File: src/rtl/fetch_stage.sv
// Instruction-fetch stage with IF/ID latch and one-entry skid buffer.
// Optional FETCH_PERF_CNT_EN adds fetch/wait performance counters.
module fetch_stage #(
    parameter logic [31:0] PC_INIT = 32'h0000_0000,
    parameter logic [31:0] PC_STEP = 32'd4
) (
    input  logic        CLK,
    input  logic        RST,
    input  logic        ihit,
    input  logic [31:0] imemload,
    output logic        imemREN,
    output logic [31:0] imemaddr,
    input  logic [1:0]  pc_src,
    input  logic [31:0] branch_tgt,
    input  logic [31:0] jump_tgt,
    input  logic [31:0] jr_tgt,
    input  logic        stall,
    input  logic        flush,
    input  logic        halt,
    output logic        ifid_valid,
    output logic [31:0] ifid_instr,
    output logic [31:0] ifid_npc
`ifdef FETCH_PERF_CNT_EN
    ,
    output logic [31:0] perf_fetched,
    output logic [31:0] perf_stall
`endif
);

    typedef enum logic [1:0] {
        RUN    = 2'd0,
        BUF    = 2'd1,
        HALTED = 2'd2
    } state_t;

    state_t      state;
    state_t      state_next;
    logic [31:0] pc;
    logic [31:0] pc_next;
    logic [31:0] pc_inc;
    logic [31:0] redirect_tgt;
    logic        fetch_done;
    logic        take_fetch;
    logic [31:0] skid_instr_p1;
    logic [31:0] skid_npc_p1;

    assign imemREN    = (state == RUN);
    assign imemaddr   = pc;
    assign pc_inc     = pc + PC_STEP;
    assign fetch_done = imemREN & ihit;
    // A returned word survives only if no redirect or halt squashes it this cycle.
    assign take_fetch = fetch_done & (pc_src == 2'd0) & ~halt;

    always_comb begin
        redirect_tgt = pc;
        case (pc_src)
            2'd1:    redirect_tgt = branch_tgt;
            2'd2:    redirect_tgt = jump_tgt;
            2'd3:    redirect_tgt = jr_tgt;
            default: redirect_tgt = pc;
        endcase
    end

    always_comb begin
        state_next = state;
        case (state)
            RUN: begin
                if (halt)
                    state_next = HALTED;
                else if (take_fetch && stall && !flush)
                    state_next = BUF;
            end
            BUF: begin
                if (halt)
                    state_next = HALTED;
                else if (!stall || flush)
                    state_next = RUN;
            end
            HALTED:  state_next = HALTED;
            default: state_next = RUN;
        endcase
    end

    always_comb begin
        pc_next = pc;
        if (state != HALTED && !halt) begin
            if (pc_src != 2'd0)
                pc_next = redirect_tgt;
            else if (fetch_done)
                pc_next = pc_inc;
        end
    end

    always_ff @(posedge CLK) begin
        if (RST) begin
            state <= RUN;
            pc    <= PC_INIT;
        end else begin
            state <= state_next;
            pc    <= pc_next;
        end
    end

    // Skid buffer: captured only on the RUN->BUF edge; fetch is off while full.
    always_ff @(posedge CLK) begin
        if (state == RUN && state_next == BUF) begin
            skid_instr_p1 <= imemload;
            skid_npc_p1   <= pc_inc;
        end
    end

    // IF/ID latch
    always_ff @(posedge CLK) begin
        if (RST || flush) begin
            ifid_valid <= 1'b0;
            ifid_instr <= 32'h0;
            ifid_npc   <= 32'h0;
        end else if (stall) begin
            ifid_valid <= ifid_valid;
            ifid_instr <= ifid_instr;
            ifid_npc   <= ifid_npc;
        end else if (state == BUF && !halt) begin
            ifid_valid <= 1'b1;
            ifid_instr <= skid_instr_p1;
            ifid_npc   <= skid_npc_p1;
        end else if (take_fetch) begin
            ifid_valid <= 1'b1;
            ifid_instr <= imemload;
            ifid_npc   <= pc_inc;
        end else begin
            ifid_valid <= 1'b0;
            ifid_instr <= 32'h0;
            ifid_npc   <= 32'h0;
        end
    end

`ifdef FETCH_PERF_CNT_EN
    always_ff @(posedge CLK) begin
        if (RST) begin
            perf_fetched <= 32'h0;
            perf_stall   <= 32'h0;
        end else if (state != HALTED) begin
            if (take_fetch && !flush)
                perf_fetched <= perf_fetched + 32'd1;
            if (imemREN && !ihit)
                perf_stall <= perf_stall + 32'd1;
        end
    end
`endif

endmodule

File: config.mk
export PLATFORM = sky130hd
export DESIGN_NAME = fetch_stage
export DESIGN_NICKNAME = d
export VERILOG_FILES = /design/src/rtl/fetch_stage.sv
export SDC_FILE = /design/constraint.sdc
export NUM_CORES = 1
export LEC_CHECK = 0
export CAP_MARGIN = 20
export CELL_PAD_IN_SITES_DETAIL_PLACEMENT = 1
export CELL_PAD_IN_SITES_GLOBAL_PLACEMENT = 1
export CORE_MARGIN = 2
export CORE_UTILIZATION = 32
export DETAILED_ROUTE_END_ITERATION = 10
export PLACE_DENSITY = 0.84
export SYNTH_ARGS = -nofsm -noshare
export SYNTH_HDL_FRONTEND = slang
export SYNTH_SLANG_ARGS = --single-unit
File: constraint.sdc
create_clock -name CLK -period 7.3 [get_ports CLK]
set_input_delay 0.73 -clock CLK [delete_from_list [all_inputs] [get_ports CLK]]
set_output_delay 0.73 -clock CLK [all_outputs]
set_load 0.02 [all_outputs]
-- Word level (Yosys, flattened, before mapping)
Cells that the tools add are included.
- $add $sub $neg: 1
- $mul: 0
- div/mod/pow operators: 0
- magnitude comparators: 0
- equal/unequal tests: 8
- shift operators: 0
- multiplexer cells: 14
- bitwise logic cells: 4
- reduce and logical (&&, ||, !) cells: 15
- operators with widths (kind ; count):
    $mux W32 ; 6
    $pmux W32 S3 ; 1
    $add A32 B3 Y32 const B ; 1
    $mux W2 ; 4
    $eq A2 B1 Y1 const B ; 3
    $eq A2 B2 Y1 const B ; 3
    $pmux W2 S3 ; 1
    $logic_and A1 B1 Y1 ; 5
    $logic_not A2 Y1 ; 2
    $ne A4 B1 Y1 const B ; 1
    $reduce_bool A2 Y1 ; 2
    $and A1 B1 Y1 ; 3
    $logic_not A1 Y1 ; 3
    $reduce_and A3 Y1 ; 1
    $logic_or A1 B1 Y1 ; 2
    $mux W1 ; 2
    $ne A2 B2 Y1 const B ; 1
    $not A1 Y1 ; 1
- register bits after elaboration: 163
- bits in latches: 0
- memory bits (writable): 0
- memory bits (read-only): 0
- memories kept: 0

-- Longest topological paths before layout
- word-level depth: 11
- mapped depth: 9

-- Least setup slack after synthesis
Ideal clock, no wire load.
- path type: input to register
- start: input port pc_src[0]
- end: register skid_instr_p1[0], enable pin
- library setup time: 0.565 ns
- data arrival time: 6.418 ns
- required time: 6.735 ns
- path slack: 0.317 ns
- stages on the path: 7
- cell sequence: inv_1 ha_1 buf_2 clkinv_1 or4_1 clkbuf_1 nor3_1
- cells in the longest elaborated chain, start to end: 10
- ends and longest elaborated chain (what ; line ; RTL):
    start, declared ; 13 ; input logic [1:0] pc_src,
    $logic_not A2 Y1 ; 52 ; assign take_fetch = fetch_done & (pc_src == 2'd0) & ~halt;
    $and A1 B1 Y1 (2 in series) ; 52 ;
    $logic_and A1 B1 Y1 (2 in series) ; 70 ; else if (take_fetch && stall && !flush)
    $mux W2 ; 70 ;
    $mux W2 ; 68 ; if (halt)
    $pmux W2 S3 ; 66 ; case (state)
    $eq A2 B1 Y1 ; 106 ; if (state == RUN && state_next == BUF) begin
    $logic_and A1 B1 Y1 ; 106 ;
    end signal, assigned ; 107 ; skid_instr_p1 <= imemload;
    end, declared ; 44 ; logic [31:0] skid_instr_p1;
Every way passes these cells.
A chain may end at the register's enable or synchronous reset.

-- Final worst setup path
- start: input port pc_src[0]
- end: register skid_instr_p1[30], enable pin
The elaborated chain is that of the path after synthesis.

==> results by group <==
Setup path
  – Kind of critical path: input port to flop
  – CP Capture Type: flop
  – CP Data Arrival Time: 4.47 ns
  – CP peak stage delay: 1.03 ns
  – Critical path's slowest cell: or4_1
  – CP startpoint kind: input port
  – Crit path cell chain: clkdlybuf4s50_1, inv_1, ha_1, buf_4, clkinv_1, or4_1, nor3_2, buf_4
  – Worst-path fanout max: 39
  – CP dominant cell by count: buf_4
  – CP required: 7.36 ns
  – Largest delay share family, worst path: buffers and inverters
  – CP bufs+invs: 5

CTS
  – Clock root cell: clkbuf_16
  – CTS tree: yes
  – H-tree depth: 4
  – Clk buf depth: 2
  – CTS resizes: 0
  – Clock sink total: 163
  – CTS buffer count: 17
  – Later-pin clock latency in the skew report: 0.43 ns
  – CTS Hold Bufs: 0
  – Setup bufs post-CTS: 0
  – Reg clk slew, reported paths: 0.06 ns

Yosys
  – Xor/xnor share of the synthesized area: 2.28%
  – Synthesized area: 7690 µm²
  – Syn_nets: 968
  – Yosys warning count: 0
  – Post-synth EDFFs: 64
  – Prevailing post-synth register cell: dfxtp_1
  – Yosys cell types: 63
  – Synth Area in Adders: 0.650%
  – Post-synth top area share: 25.8%
  – Compound-Gate Fraction of Synth Area: 22.2%
  – Synth area leader: dfxtp_1
  – Post-synth ARST share: 0%
  – Syn_area_per_cell: 9.29 µm²
  – Yosys reg bits: 163
  – Synthesized netlist cell count: 828
  – Largest family of logic cells by synthesized area: compound AO/OA/AOI/OAI gates
  – Top cells by area, synth: dfxtp_1 26%, edfxtp_1 25%, a221oi_1 5.5%
  – Simple-Gate Fraction of Synth Area: 18.7%
  – Mux cell area share after synthesis: 0.423%
  – Seq/Total Area, Yosys: 50.7%

Placement
  – Hpwl dp: 19300 µm
  – Port Buf Inserts: 233
  – Dpl cell area: 10200 µm²
  – Pre-CTS WS: 2.48 ns
  – Placer Congestion: 0.876
  – Placed cells: 1318

Drt
  – Number of remaining DRC errors: 0
  – Pre-Repair DR Iteration Count: 5
  – Via Count: 7504
  – DR vias/cell: 5.56
  – Initial DRC count: 443
  – Routed WL: 27100 µm
  – WL/cell: 20.1 µm
  – Final antenna-violating net count: 0

Min path
  – Hold Path Class: flop to flop

Floorplan
  – Die W: 159 µm
  – Die area: 25300 µm²
  – Initial core utilization: 32.7%
  – Height of the chip: 159 µm
  – Core Rows: 56
  – Core footprint: 23500 µm²
  – Ports: 234

Power and ir drop
  – Maximum vdd drop: 0.136 mV
  – Leak pwr: 3.67 nW
  – Pwr/cell area: 212 nW/µm²

Timing
  – F_max: 0.227 GHz
  – Worst-case clock skew: 0.0163 ns
  – Crit path time final: 4.41 ns
  – Final Hold Fails: 0
  – Final worst slack: 2.89 ns
  – Finish-stage setup viols: 0
  – Tightest Pin Transition: 1.14 ns
  – Setup TNS: 0 ns
  – RSZ-0062 raised after global routing: false
  – Period utilization: 60.4%
  – Max-slew violation total from the final report: 0
  – Slew margin rel.: 23.9%

Global routing
  – Initial antenna violation count: 0
  – GRT Total Usage: 21.2%
  – First-pass GRT wire length: 42900 µm
  – Largest net degree at the start of global routing: 69
  – Vias in the first global route: 7562
  – Gr ovfl total: 0

Layout
  – Diode count: 0
  – Leading cell types in the layout, fill and taps excluded: 232 x clkdlybuf4s50_1, 99 x dfxtp_1, 83 x a21oi_1
  – P&R area growth vs syn: 40.9%
  – Commonest non-fill, non-tap cell in the layout: clkdlybuf4s50_1
  – Final Net Count: 1158
  – Share of cells above drive strength 1: 6.89%
  – Final Cell Area: 10800 µm²
  – Fin cells: 1350

Run status
  – Outcome: completed

Flow run
  – Maxcap violations: 0
==> stage by stage <==
step / total power [mW] / util, % / hold WS (ns)
2_1_floorplan: 1.19 / - / 0.454
3_3_place_gp: 1.37 / 43.5 / 0.468
5_1_grt: 2.37 / 46.0 / 0.516
4_1_cts: 2.30 / 46.0 / 0.487
6_report: 2.29 / 46.0 / 0.483
3_5_place_dp: 1.38 / 43.5 / 0.476
==> worst min-delay path: cells and delay by family (launching register included) <==
family,cells,cell delay [ns]
simple gates,2,0.13
flops,1,0.31
==> state kept, by name, indices dropped and copies added, names as in the netlist <==
register       cells
skid_instr_p1     32
ifid_instr        32
imemaddr          32
state              2
ifid_npc          32
ifid_valid         1
skid_npc_p1       32
==> per-layer routing <==
layer	GRT usage, %	share of wire, %	vias up
li1	-	-	3503
met5	0	0	-
met3	5.05	6.9	36
met1	28.2	44	3666
met4	6.49	1.8	0
met2	34.2	47	299
==> cells in the mapped netlist, types with 5 or more instances <==
library cell and n:
nand3_1 19, nor2_1 81, a22o_1 13, or2_2 9
nand2_1 61, inv_1 19, edfxtp_1 64, nand4_1 10
buf_2 11, a211oi_1 5, nor3_1 59, and4_1 6
a22oi_1 22, nor4_1 10, a221oi_1 48, xnor2_1 15
dfxtp_1 99, o21ai_0 43, xor2_1 5, or3_1 5
a311oi_1 5, clkbuf_1 56, a31oi_1 9, a21oi_1 83
==> power breakdown <==
part	switching (mW)	internal, mW	leakage (nW)
Combinational	0.180	0.166	1.99
Sequential	0.0381	0.973	1.39
Clock	0.377	0.558	0.292
Total	0.596	1.70	3.67
==> layout make-up <==
type,count,area (µm²)
inverters,20,75.1
flip-flops and latches,163,3900
well taps,319,399
clock buffers,21,460
repair buffers,246,2420
fillers,2706,12700
clock inverters,11,149
multi-input cells,570,3430
==> worst paths after layout <==
kind	from	to	slack, ns	cells after the start
worst min register to register	ifid_instr[18]	ifid_instr[18]	0.48	2
worst min-delay path	ifid_instr[18]	ifid_instr[18]	0.48	2
worst max-delay path	pc_src[0]	skid_instr_p1[30]	2.89	8
worst max register to register	imemaddr[2]	ifid_npc[16]	4.47	6
==> kinds of logic (layout without fill, tap and decap cells) <==
kind of cell / after synthesis / count (layout)
simple gates: 285 / 285
mux: 3 / 3
xor+xnor: 20 / 20
compound gates: 258 / 258
buf+inv: 95 / 298
fa+ha+maj: 4 / 4
flops: 163 / 163
Note: power is estimated with default switching activity, not from simulation.
